$ cat src/rtl/mem_arbiter.sv
// mem_arbiter: shares one pipelined main memory between the I-cache and
// D-cache miss handlers. One owner at a time; a grant either streams an
// 8-word block fill (issue side and return side counted independently) or
// performs a single-word write. The outputs are Moore-style on the memory
// side, and the return data passes straight through to the owner.

// Per-requester response stage. It steers fill returns and completion
// pulses to one side. A side that does not own the transaction sees all
// zeros.
module mem_arbiter_port #(
  parameter int DATA_W = 16,
  parameter int CNT_W  = 3
) (
  input  logic              own,
  input  logic              ret,
  input  logic              ret_last,
  input  logic              wr_cyc,
  input  logic [DATA_W-1:0] rdata,
  input  logic [CNT_W-1:0]  idx,
  output logic [DATA_W-1:0] data,
  output logic              valid,
  output logic [CNT_W-1:0]  word,
  output logic              done
);

  // Gate the shared return path with ownership; done fires on the last fill word or on the write cycle.
  always_comb begin
    valid = own & ret;
    data  = valid ? rdata : '0;
    word  = valid ? idx : '0;
    done  = own & ((ret & ret_last) | wr_cyc);
  end

endmodule

module mem_arbiter #(
  parameter int WORDS_PER_BLOCK = 8,
  parameter int MEM_LATENCY     = 4
) (
  input  logic        clk,
  input  logic        rst,
  input  logic        i_req,
  input  logic [15:0] i_addr,
  output logic [15:0] i_data,
  output logic        i_valid,
  output logic [2:0]  i_word,
  output logic        i_done,
  input  logic        d_req,
  input  logic        d_wr,
  input  logic [15:0] d_addr,
  input  logic [15:0] d_wdata,
  output logic [15:0] d_data,
  output logic        d_valid,
  output logic [2:0]  d_word,
  output logic        d_done,
  output logic        mem_en,
  output logic        mem_wr,
  output logic [15:0] mem_addr,
  output logic [15:0] mem_wdata,
  input  logic [15:0] mem_rdata,
  input  logic        mem_valid
);

  localparam int CNT_W   = $clog2(WORDS_PER_BLOCK);
  localparam int NUM_REQ = 2;
  localparam int I_IDX   = 0;
  localparam int D_IDX   = 1;
  localparam logic OWN_I = 1'b0;
  localparam logic [CNT_W-1:0] LAST_WORD = CNT_W'(WORDS_PER_BLOCK - 1);

  // The word counters are sized by the block length, so the block length must be a power of two.
  // The arbiter counts returns rather than cycles, so the latency only has to be at least one cycle.
  if (WORDS_PER_BLOCK != (1 << CNT_W) || MEM_LATENCY < 1) begin : g_param_check
    $error("mem_arbiter: unsupported WORDS_PER_BLOCK/MEM_LATENCY");
  end

  typedef enum logic [1:0] {
    IDLE  = 2'd0,
    FILL  = 2'd1,
    WRITE = 2'd2
  } state_t;

  // Transaction context captured at grant; later changes on the request pins are ignored.
  typedef struct packed {
    logic        owner;   // 0 = I, 1 = D
    logic [15:0] base;    // block base (low nibble cleared)
    logic [15:0] waddr;   // halfword-aligned write address
    logic [15:0] wdata;
  } txn_t;

  state_t            state, state_nxt;
  txn_t              txn;
  logic              last_owner;
  logic [CNT_W-1:0]  issue_cnt;
  logic              issue_end;
  logic [CNT_W-1:0]  recv_cnt;
  logic              gnt_i, gnt_d, grant;
  logic              ret, ret_last;

  logic [NUM_REQ-1:0]            side_own;
  logic [NUM_REQ-1:0][15:0]      side_data;
  logic [NUM_REQ-1:0]            side_valid;
  logic [NUM_REQ-1:0][CNT_W-1:0] side_word;
  logic [NUM_REQ-1:0]            side_done;

  // Grant selection: a lone request wins; under contention, the side not served last wins.
  always_comb begin
    gnt_d = d_req & (~i_req | (last_owner == OWN_I));
    gnt_i = i_req & ~gnt_d;
    grant = (state == IDLE) & (gnt_i | gnt_d);
  end

  // Fill returns only count while filling; stray mem_valid elsewhere is dropped.
  always_comb begin
    ret      = (state == FILL) & mem_valid;
    ret_last = (recv_cnt == LAST_WORD);
  end

  // Next-state logic.
  always_comb begin
    state_nxt = state;
    case (state)
      IDLE: begin
        if (gnt_d)      state_nxt = d_wr ? WRITE : FILL;
        else if (gnt_i) state_nxt = FILL;
      end
      FILL:    if (ret && ret_last) state_nxt = IDLE;
      WRITE:   state_nxt = IDLE;
      default: state_nxt = IDLE;
    endcase
  end

  // State register.
  always_ff @(posedge clk or negedge rst) begin
    if (!rst) state <= IDLE;
    else      state <= state_nxt;
  end

  // Latch the grant context and run the independent issue and return counters.
  always_ff @(posedge clk or negedge rst) begin
    if (!rst) begin
      txn        <= '0;
      last_owner <= OWN_I;
      issue_cnt  <= '0;
      issue_end  <= 1'b0;
      recv_cnt   <= '0;
    end else if (grant) begin
      txn.owner  <= gnt_d;
      txn.base   <= (gnt_d ? d_addr : i_addr) & 16'hFFF0;
      txn.waddr  <= d_addr & 16'hFFFE;
      txn.wdata  <= d_wdata;
      last_owner <= gnt_d;
      issue_cnt  <= '0;
      issue_end  <= 1'b0;
      recv_cnt   <= '0;
    end else if (state == FILL) begin
      if (!issue_end) begin
        if (issue_cnt == LAST_WORD) issue_end <= 1'b1;
        else                        issue_cnt <= issue_cnt + 1'b1;
      end
      if (mem_valid) recv_cnt <= recv_cnt + 1'b1;
    end
  end

  // Memory-side outputs: these are driven by the state alone, so reset clears them at once.
  always_comb begin
    mem_en    = 1'b0;
    mem_wr    = 1'b0;
    mem_addr  = '0;
    mem_wdata = '0;
    case (state)
      FILL: begin
        if (!issue_end) begin
          mem_en   = 1'b1;
          mem_addr = txn.base + 16'({issue_cnt, 1'b0});
        end
      end
      WRITE: begin
        mem_en    = 1'b1;
        mem_wr    = 1'b1;
        mem_addr  = txn.waddr;
        mem_wdata = txn.wdata;
      end
      default: ;
    endcase
  end

  // One response stage per requester, indexed by owner id.
  for (genvar r = 0; r < NUM_REQ; r++) begin : g_port
    assign side_own[r] = (state != IDLE) & (txn.owner == 1'(r));

    mem_arbiter_port #(.DATA_W(16), .CNT_W(CNT_W)) u_port (
      .own      (side_own[r]),
      .ret      (ret),
      .ret_last (ret_last),
      .wr_cyc   (state == WRITE),
      .rdata    (mem_rdata),
      .idx      (recv_cnt),
      .data     (side_data[r]),
      .valid    (side_valid[r]),
      .word     (side_word[r]),
      .done     (side_done[r])
    );
  end

  assign i_data  = side_data[I_IDX];
  assign i_valid = side_valid[I_IDX];
  assign i_word  = side_word[I_IDX];
  assign i_done  = side_done[I_IDX];
  assign d_data  = side_data[D_IDX];
  assign d_valid = side_valid[D_IDX];
  assign d_word  = side_word[D_IDX];
  assign d_done  = side_done[D_IDX];

endmodule

$ cat config.mk
export PLATFORM = sky130hd
export DESIGN_NAME = mem_arbiter
export DESIGN_NICKNAME = d
export VERILOG_FILES = /design/src/rtl/mem_arbiter.sv
export SDC_FILE = /design/constraint.sdc
export NUM_CORES = 1
export LEC_CHECK = 0
export BUFFER_PORTS_ARGS = -buffer_cell sky130_fd_sc_hd__buf_2
export CAP_MARGIN = 20
export CORE_MARGIN = 2
export CORE_UTILIZATION = 42
export CTS_CLUSTER_SIZE = 14
export DETAILED_ROUTE_END_ITERATION = 10
export PLACE_DENSITY = 0.85
export SYNTH_ARGS = -nofsm -noshare
export SYNTH_HDL_FRONTEND = slang
export SYNTH_HIERARCHICAL = 1
export SYNTH_SLANG_ARGS = --single-unit
$ cat constraint.sdc
create_clock -name clk -period 1.4 [get_ports clk]
set_input_delay 0 -clock clk [delete_from_list [all_inputs] [get_ports clk]]
set_output_delay 0 -clock clk [all_outputs]
set_load 0.05 [all_outputs]
==> metrics <==
Root Buffer Master clkbuf_8; dominant cell type by area after synthesis dfrtp_1; # fillers 340; vias in the first global route 3900; WL met1 4670 um; Top Metal Used met4; routability cong. 0.781; Via density 5.52; clock buffer count from CTS 5; setup TNS -28.82 ns; first-pass GRT wire length 19500 um; CORE AREA 0.00718 mm2; hold_ws 0.0445 ns; total routed wirelength 13400 um; Clk Latency, worst-skew pair 0.32 ns; wire per inst 19.8 um; # DRC 0; yosys warns 6; HPWL after DPL 6080 um; area grow syn2layout 96.1%; Final WS setup -0.348 ns; Pre-antenna DRT Iters 5; max_cap viols 0; Mapped Area 0.00307 mm2; total die area 0.00800 mm2; top cells by area, synth dfrtp_1 43%, nand2_1 13%, and3_1 7.7%; crit share post-route 1.25; fin cells 676; Synth Register Bits 53; power density over the cells 2220 mW/mm2; Setup CP Type reg2out; port bufs 139; final setup fails 127; CP Launch Type register; CP endpoint kind output pin; Final min period 1.75 ns; Netlist cell types 32; Syn Nets 435; placed insts 599; ant diodes 0; RSZ-0062 raised after global routing true; critical path required time 1.40 ns; Seq/Total Area, Yosys 0.432; Worst Path Arrival 1.75 ns; clk sinks 53; FMAX 572 MHz; H-tree level count 2; max-slew violations 0; final hold vios 0; wire length on met3 1020 um; area used by multi-input combinational logic 0.00201 mm2; via count 3730; syn avg cell area 8.57 um2; Yosys top cell area share 0.432; Die X 89.5 um; failing checks setup timing; initial antenna violation count 0; FP Rows 31; leakage power 2.93 nW; Initial Utilization 0.428; boundary pin count 146; Peak VDD IR 1740 uV; DR iter-0 viols 192; nets 653; clock skew 0.0161 ns; DIE HEIGHT 89.5 um; final core utilization 0.839; TritonCTS clock tree done; GRT Total Usage 0.325; gr ovfl total 0; share of cells above drive strength 1 0.570; Seq. cell area 0.00133 mm2; status finished, violations left; Worst Path Max Fanout 8; largest net degree at the start of global routing 54; Post-Syn Instances 358; HP Class in2reg; Clock Pin Slew Worst Setup and Hold Paths 0.09 ns; met2 wire len 7040 um; Final ANT Viol Nets 0; Longest Clk Path Bufs 2
registers in the layout, summed over array words and instances (netlist names):
name	count
txn	43
issue_cnt	3
recv_cnt	3
state	2
issue_end	1
last_owner	1
placed cells by master (no fill, tap or decap), drive strengths merged, types with 3 or more instances in the layout:
| cell type | n |
|---|---|
| clkbuf | 6 |
| and3 | 38 |
| nor2 | 19 |
| ha | 7 |
| nand2 | 108 |
| a22oi | 16 |
| dfrtp | 53 |
| a21oi | 30 |
| nor2b | 17 |
| clkinv | 3 |
| inv | 4 |
| and2 | 18 |
| dlygate4sd3 | 46 |
| buf | 191 |
final timing paths:
kind | start | to | slack, ns | cells after the start
min in group asynchronous | rst | txn[12]$_DFFE_PN0P_ | 0.21 | 3
setup reg to reg | state[0]$_DFFE_PN0P_ | issue_cnt[1]$_DFFE_PN0P_ | -0.31 | 9
max in group asynchronous | rst | txn[19]$_DFFE_PN0P_ | 0.93 | 3
setup / recovery | state[1]$_DFFE_PN0P_ | mem_addr[13] | -0.35 | 7
hold reg to reg | txn[11]$_DFFE_PN0P_ | txn[11]$_DFFE_PN0P_ | 0.51 | 2
hold / removal | i_req | last_owner$_DFFE_PN0P_ | 0.04 | 2
layout make-up:
type	instances	share of cell area
well taps	99	0.0206
clock inverters	3	0.00374
inverters	4	0.00291
multi-input cells	274	0.335
repair buffers	238	0.406
clock buffers	5	0.0114
flip-flops and latches	53	0.220
cell families after synthesis:
| group | synth area share |
|---|---|
| fa+ha+maj | 0.0285 |
| simple gates | 0.318 |
| other cells | 0.00122 |
| xor+xnor | 0.00571 |
| compound gates | 0.144 |
| mux | 0.00653 |
| flops | 0.432 |
| buf+inv | 0.0636 |
repair_timing:
| item | 4_1_cts | 5_1_grt |
|---|---|---|
| setup buffers | 11 | 4 |
| setup endpoints to repair | 126 | 127 |
| pin swaps | 24 | 11 |
| hold endpoints to repair | 99 | 0 |
| cloned | 8 | 2 |
| gates resized for setup | 253 | 29 |
| hold buffers | 46 | 0 |
report_power, final:
| part | total (mW) | internal [mW] | switching, mW |
|---|---|---|---|
| Combinational | 9.64 | 4.37 | 5.27 |
| Clock | 0.912 | 0.357 | 0.555 |
| Sequential | 2.83 | 2.25 | 0.586 |
cells in the mapped netlist (all sizes together):
master,count
a21boi,1
conb,1
o21ai,2
a32oi,1
nor2,19
o21a,2
nand2,108
clkbuf,4
nor3b,1
and2b,2
a31oi,1
o22ai,1
nor2b,17
a22oi,16
xnor2,1
xor2,1
mux2i,2
a21oi,30
ha,7
buf,23
a21o,1
and2,18
dfrtp,53
and3,38
inv,4
a21bo,2
nand3,2
critical path, stage by stage (launching register included):
cell and delay [ns]:
dfrtp_1 0.42, inv_2 0.10, ha_4 0.15, nor2b_4 0.21
buf_8 0.18, a22oi_2 0.09, nor2b_4 0.14, buf_8 0.15
layer usage:
metal / vias to the layer above / global-route usage
met2: 255 / 0.596
met3: 56 / 0.0748
li1: 1615 / -
met5: - / 0
met1: 1804 / 0.350
met4: 0 / 0.156
stage by stage:
step	power (mW)	cell area [um2]	setup WS (ns)
final	13.4	6020	-0.348
after global routing	14.0	6020	-0.407
after CTS	12.4	5870	-0.309
after detailed placement	9.51	4340	-0.143
after global placement	9.32	4340	-0.105
after floorplan	7.83	3390	-0.0406
No activity file was read; power rests on OpenSTA's default activity.
